$ cat config.mk
export PLATFORM = sky130hd
export DESIGN_NAME = frame_scheduler
export DESIGN_NICKNAME = d
export VERILOG_FILES = /design/src/rtl/ledstrip_pkg.sv /design/src/rtl/refresh_timer.sv /design/src/rtl/frame_scheduler.sv
export SDC_FILE = /design/constraint.sdc
export NUM_CORES = 1
export LEC_CHECK = 0
export BUFFER_PORTS_ARGS = -buffer_cell sky130_fd_sc_hd__buf_4
export CAP_MARGIN = 40
export CORE_AREA = 4 4 74 76
export CTS_CLUSTER_DIAMETER = 40
export DETAILED_ROUTE_END_ITERATION = 6
export DIE_AREA = 0 0 78 80
export MAX_ROUTING_LAYER = met4
export PLACE_DENSITY = 0.87
export SYNTH_ARGS = -nofsm -noshare
export SYNTH_HDL_FRONTEND = slang
export SYNTH_SLANG_ARGS = --single-unit
$ cat constraint.sdc
create_clock -name clk -period 2.1 [get_ports clk]
set_clock_uncertainty 0.2 [all_clocks]
set_input_delay 0 -clock clk [delete_from_list [all_inputs] [get_ports clk]]
set_output_delay 0 -clock clk [all_outputs]
set_load 0.03 [all_outputs]
$ cat src/rtl/ledstrip_pkg.sv
// ============================================================================
// Module   : ledstrip_pkg
// Brief    : Shared pixel width, scheduler state encoding and dimming helper.
// Revision : 1.0
// ============================================================================
`default_nettype none

package ledstrip_pkg;

  localparam int c_PIX_W = 24;

  localparam logic [2:0] c_ST_IDLE         = 3'd0;
  localparam logic [2:0] c_ST_FETCH        = 3'd1;
  localparam logic [2:0] c_ST_CAPTURE      = 3'd2;
  localparam logic [2:0] c_ST_WAIT_READY   = 3'd3;
  localparam logic [2:0] c_ST_WAIT_STARTED = 3'd4;

  typedef enum logic [2:0] {
    IDLE         = c_ST_IDLE,
    FETCH        = c_ST_FETCH,
    CAPTURE      = c_ST_CAPTURE,
    WAIT_READY   = c_ST_WAIT_READY,
    WAIT_STARTED = c_ST_WAIT_STARTED
  } state_e;

  // Each GRB channel is shifted on its own so no bits bleed between channels.
  function automatic logic [c_PIX_W-1:0] dim_pixel(input logic [c_PIX_W-1:0] px,
                                                   input logic [1:0]         shift);
    logic [7:0] g;
    logic [7:0] r;
    logic [7:0] b;
    g = px[23:16] >> shift;
    r = px[15:8]  >> shift;
    b = px[7:0]   >> shift;
    return {g, r, b};
  endfunction

endpackage

`default_nettype wire

$ cat src/rtl/refresh_timer.sv
// ============================================================================
// Module   : refresh_timer
// Brief    : Periodic frame trigger counter with a one-deep pending flag.
// Revision : 1.0
// ============================================================================
`default_nettype none

module refresh_timer #(
  parameter int REFRESH_DIV = 65536
) (
  input  logic clk,
  input  logic rst_n,
  input  logic enable_i,
  input  logic force_i,
  input  logic consume_i,
  output logic pending_o
);

  localparam int              c_TW   = (REFRESH_DIV > 1) ? $clog2(REFRESH_DIV) : 1;
  localparam logic [c_TW-1:0] c_TMAX = c_TW'(REFRESH_DIV - 1);

  logic [c_TW-1:0] timer_q, timer_d;
  logic            pending_q, pending_d;
  logic            w_wrap;

  always_comb begin
    w_wrap    = enable_i && (timer_q == c_TMAX);
    timer_d   = '0;
    if (enable_i && !w_wrap) begin
      timer_d = timer_q + 1'b1;
    end
    pending_d = pending_q;
    if (consume_i) begin
      pending_d = 1'b0;
    end
    // A new trigger in the consume cycle wins so it is not lost.
    if (w_wrap || force_i) begin
      pending_d = 1'b1;
    end
  end

  always_ff @(posedge clk or negedge rst_n) begin
    if (!rst_n) begin
      timer_q   <= '0;
      pending_q <= 1'b0;
    end else begin
      timer_q   <= timer_d;
      pending_q <= pending_d;
    end
  end

  assign pending_o = pending_q;

endmodule

`default_nettype wire

$ cat src/rtl/frame_scheduler.sv
// ============================================================================
// Module   : frame_scheduler
// Brief    : Fetches NUM_LEDS pixels per frame and hands them to a strip driver.
//            Define FRAME_SCHEDULER_BRIGHTNESS_EN to enable per-channel dimming.
// Revision : 1.0
// ============================================================================
`default_nettype none

module frame_scheduler
  import ledstrip_pkg::*;
#(
  parameter int NUM_LEDS    = 140,
  parameter int REFRESH_DIV = 65536
) (
  input  logic                        clk,
  input  logic                        rst_n,
  input  logic                        enable,
  input  logic                        force_refresh,
  output logic                        pix_req,
  output logic [$clog2(NUM_LEDS)-1:0] pix_addr,
  input  logic [c_PIX_W-1:0]          pix_data,
  output logic [c_PIX_W-1:0]          led_data,
  output logic                        led_valid,
  output logic                        led_latch,
  input  logic                        led_ready,
  input  logic [1:0]                  brightness,
  output logic                        frame_busy,
  output logic                        frame_done
);

  localparam int              c_AW   = $clog2(NUM_LEDS);
  localparam logic [c_AW-1:0] c_LAST = c_AW'(NUM_LEDS - 1);

  state_e             state_q, state_d;
  logic [c_AW-1:0]    idx_q, idx_d;
  logic [c_PIX_W-1:0] led_data_q, led_data_d;
  logic               done_q, done_d;
  logic               w_pending;
  logic               w_consume;
  logic [c_PIX_W-1:0] w_pix_word;

  refresh_timer #(
    .REFRESH_DIV (REFRESH_DIV)
  ) u_refresh_timer (
    .clk       (clk),
    .rst_n     (rst_n),
    .enable_i  (enable),
    .force_i   (force_refresh),
    .consume_i (w_consume),
    .pending_o (w_pending)
  );

`ifdef FRAME_SCHEDULER_BRIGHTNESS_EN
  assign w_pix_word = dim_pixel(pix_data, brightness);
`else
  logic w_unused_brightness;
  assign w_unused_brightness = ^brightness;
  assign w_pix_word          = pix_data;
`endif

  always_comb begin
    state_d    = state_q;
    idx_d      = idx_q;
    led_data_d = led_data_q;
    done_d     = 1'b0;
    w_consume  = 1'b0;
    case (state_q)
      IDLE: begin
        if (w_pending) begin
          w_consume = 1'b1;
          idx_d     = '0;
          state_d   = FETCH;
        end
      end
      FETCH: begin
        state_d = CAPTURE;
      end
      CAPTURE: begin
        led_data_d = w_pix_word;
        state_d    = WAIT_READY;
      end
      WAIT_READY: begin
        if (led_ready) begin
          state_d = WAIT_STARTED;
        end
      end
      WAIT_STARTED: begin
        // Driver dropping ready means it has taken the word.
        if (!led_ready) begin
          if (idx_q == c_LAST) begin
            state_d = IDLE;
            done_d  = 1'b1;
          end else begin
            idx_d   = idx_q + 1'b1;
            state_d = FETCH;
          end
        end
      end
      default: begin
        state_d = IDLE;
      end
    endcase
  end

  always_ff @(posedge clk or negedge rst_n) begin
    if (!rst_n) begin
      state_q    <= IDLE;
      idx_q      <= '0;
      led_data_q <= '0;
      done_q     <= 1'b0;
    end else begin
      state_q    <= state_d;
      idx_q      <= idx_d;
      led_data_q <= led_data_d;
      done_q     <= done_d;
    end
  end

  assign pix_req    = (state_q == FETCH);
  assign pix_addr   = idx_q;
  assign led_data   = led_data_q;
  assign led_valid  = (state_q == WAIT_STARTED);
  assign led_latch  = led_valid && (idx_q == c_LAST);
  assign frame_busy = (state_q != IDLE);
  assign frame_done = done_q;

endmodule

`default_nettype wire

==> results.json <==
{
  "setup_violations": 0,
  "synth_nets": 232,
  "boundaryPins": 68,
  "first_pass_iters": 4,
  "vias_per_cell": 5.21,
  "status": "complete, no violations",
  "worstSkewPairLatency_ns": 0.31,
  "yosysUniqueCellTypes": 40,
  "leakagePower_uw": 0.00157,
  "gp_congestion": 0.838,
  "min_period_ns": 1.94,
  "yosys_warnings": 0,
  "internal_power_uw": 2490,
  "clk_pin_slew_ns": 0.11,
  "drt-initial-drc-count": 104,
  "report.final.slew_viol_count": 0,
  "finalNetCount": 329,
  "post-cts-setup-buffer-count": 0,
  "crit_path_start_kind": "flop",
  "cts_buffer_depth": 2,
  "ys.flop_type": "dfrtp_1",
  "clock-sinks": 53,
  "grt_pass1_vias": 1847,
  "synth_area_per_cell_um2": 11.9,
  "hold_path_class": "in -> async",
  "reg2reg_setup_slack_ns": 0.22,
  "num_vias": 1902,
  "worstSetupEndpointType": "output port",
  "grt_antenna_before_repair": 0,
  "whs_ns": 0.0498,
  "yosysSeqAreaShare_pct": 55.8,
  "cap_violations": 0,
  "grt_use_met3_pct": 4.18,
  "fp.dieW_um": 78,
  "seqPwrFrac_pct": 36.9,
  "die_area_um2": 6240,
  "setup_tns_ns": 0,
  "netlist_area_um2": 2380,
  "htreeDepth": 2,
  "placementRows": 25,
  "wl_per_cell_um": 15.0,
  "critical_path_class": "reg -> out",
  "hold_viol": 0,
  "grt_pass1_wl_mm": 9.00,
  "critPathArrivalTime_ns": 1.74,
  "clockPowerShare_pct": 14.1,
  "core_area_um2": 4720,
  "ir_drop_uv": 608,
  "cts_buffers": 5,
  "area_delta_synth_final_pct": 40.1,
  "use_met1_pct": 21.2,
  "power_frac_comb_pct": 49.0,
  "drtAntennaViolNets": 0,
  "ys_seq_elements": 53,
  "dp_hpwl_mm": 3.57,
  "ys_async_sr_fraction_pct": 100,
  "power_density_nw_per_um2": 1270,
  "rsz0062_at_grt": "false",
  "grt_util_all_layers_pct": 18.6,
  "p_switching_uw": 1750,
  "drive_gt1_share_pct": 32.0,
  "grt_use_met2_pct": 33.3,
  "io_buffers": 65,
  "root_buffer": "clkbuf_8",
  "cts_tree": "yes",
  "tightestPinTransition_ns": 0.645,
  "route.detailed.drc": 0,
  "dp.cells": 328,
  "crit_fanout": 8,
  "crit_required_ns": 1.90,
  "switching_share_pct": 41.2,
  "top_usage_layer": "met2",
  "fin_cells": 365,
  "synth_edf_count": 0,
  "grt_max_degree": 54,
  "post-route-period-util_pct": 92.4,
  "max_freq_mhz": 515,
  "die_h_um": 80,
  "wirelength_mm": 5.47,
  "gr-total-overflow": 0,
  "slew-limit-headroom_pct": 57.0,
  "start_util_pct": 50.3,
  "synth_cells": 199
}
## metal layers
layer,vias up,wire length (um)
met5,-,0
met4,0,45
met3,6,290
met2,69,2960
met1,933,2170
li1,894,-
## cells by family after synthesis
family,after synthesis,synth area share (%)
and+or+nand+nor,68,15.8
DFF,53,55.8
muxes,30,13.9
AOI/OAI and AO/OA,22,6.16
buffers and inverters,13,3.16
xor gates and xnor gates,11,4.05
adders and majority gates,2,1.05
## worst paths after layout
kind	from	end	depth (start not counted)
worst max-delay path	pix_addr[4]	led_latch	4
worst min-delay path	rst_n	pix_addr[0]	2
worst max register to register	pix_addr[4]	pix_addr[1]	4
worst min register to register	u_refresh_timer.timer_q[0]	u_refresh_timer.timer_q[0]	1
max in group asynchronous	rst_n	u_refresh_timer.timer_q[8]	2
min in group clk	force_refresh	u_refresh_timer.pending_o	4
## metrics by stage
step,total power [uW],instance area [um2],util (%),setup slack [ns]
CTS,4260,3330,70.5,0.164
finish,4240,3330,70.5,0.159
floorplan,2830,2380,-,0.199
global placement,3550,2950,62.5,0.297
detailed placement,3620,2950,62.5,0.252
global route,4480,3330,70.5,0.0743
## power by group through the flow
stage	clock network (uW)	logic, uW	registers (uW)
after floorplan	0	748	2090
after global placement	0	2000	1550
after detailed placement	0	2040	1570
after CTS	623	2090	1550
after global routing	662	2210	1610
final	597	2080	1570
## synthesized netlist by cell type, types with 2 or more instances
| library cell | number | share of area, % |
|---|---|---|
| nor3_1 | 2 | 0.42 |
| or3_1 | 5 | 1.3 |
| nand2_1 | 13 | 2.1 |
| dfrtp_1 | 53 | 56 |
| nand3_1 | 6 | 1.3 |
| o21ai_0 | 3 | 0.63 |
| and4_1 | 3 | 1.1 |
| mux2_1 | 13 | 6.2 |
| clkbuf_1 | 3 | 0.47 |
| mux2i_1 | 5 | 2.1 |
| nand4_1 | 8 | 2.1 |
| ha_1 | 2 | 1.1 |
| mux2_2 | 12 | 5.7 |
| a21oi_1 | 6 | 1.3 |
| buf_4 | 5 | 1.6 |
| and2_1 | 2 | 0.53 |
| nor2_1 | 17 | 2.7 |
| xor2_1 | 10 | 3.7 |
| inv_1 | 4 | 0.63 |
| o21ai_1 | 3 | 0.63 |
| and3_1 | 5 | 1.3 |
## what timing repair did
item | CTS | global route
hold endpoints to repair | 101 | 0
setup endpoints to repair | 0 | 0
hold buffers | 28 | 0
resized for setup | 0 | 0
## cell type report
| type | instances | area (um2) |
|---|---|---|
| clock buffer | 5 | 68.8 |
| clock inverter | 3 | 26.3 |
| tap | 67 | 83.8 |
| sequential | 53 | 1330 |
| inverter | 4 | 15.0 |
| antenna | 1 | 2.50 |
| multi-input combinational | 133 | 982 |
| fill | 322 | 1390 |
| timing repair buffer | 99 | 826 |
## sequential cells by signal (all words and copies together), names as in the netlist
name                       count
u_refresh_timer.pending_o      1
state_q                        3
led_data                      24
frame_done                     1
pix_addr                       8
u_refresh_timer.timer_q       16
## worst max-delay path: stages (launching register included)
cell and delay, ns:
dfrtp_1 0.48, or3_1 0.42, or2_1 0.26, nor2_1 0.10
buf_4 0.17
## placed cells by master (no fill, tap or decap), types with 6 or more instances in the layout
master and count:
buf_4 70, dfrtp_1 53, dlygate4sd3_1 28, nor2_1 17, nand2_1 13, mux2_1 13
mux2_2 12, xor2_1 10, nand4_1 8, a21oi_1 6, nand3_1 6
(Power assumes the default switching activity.)
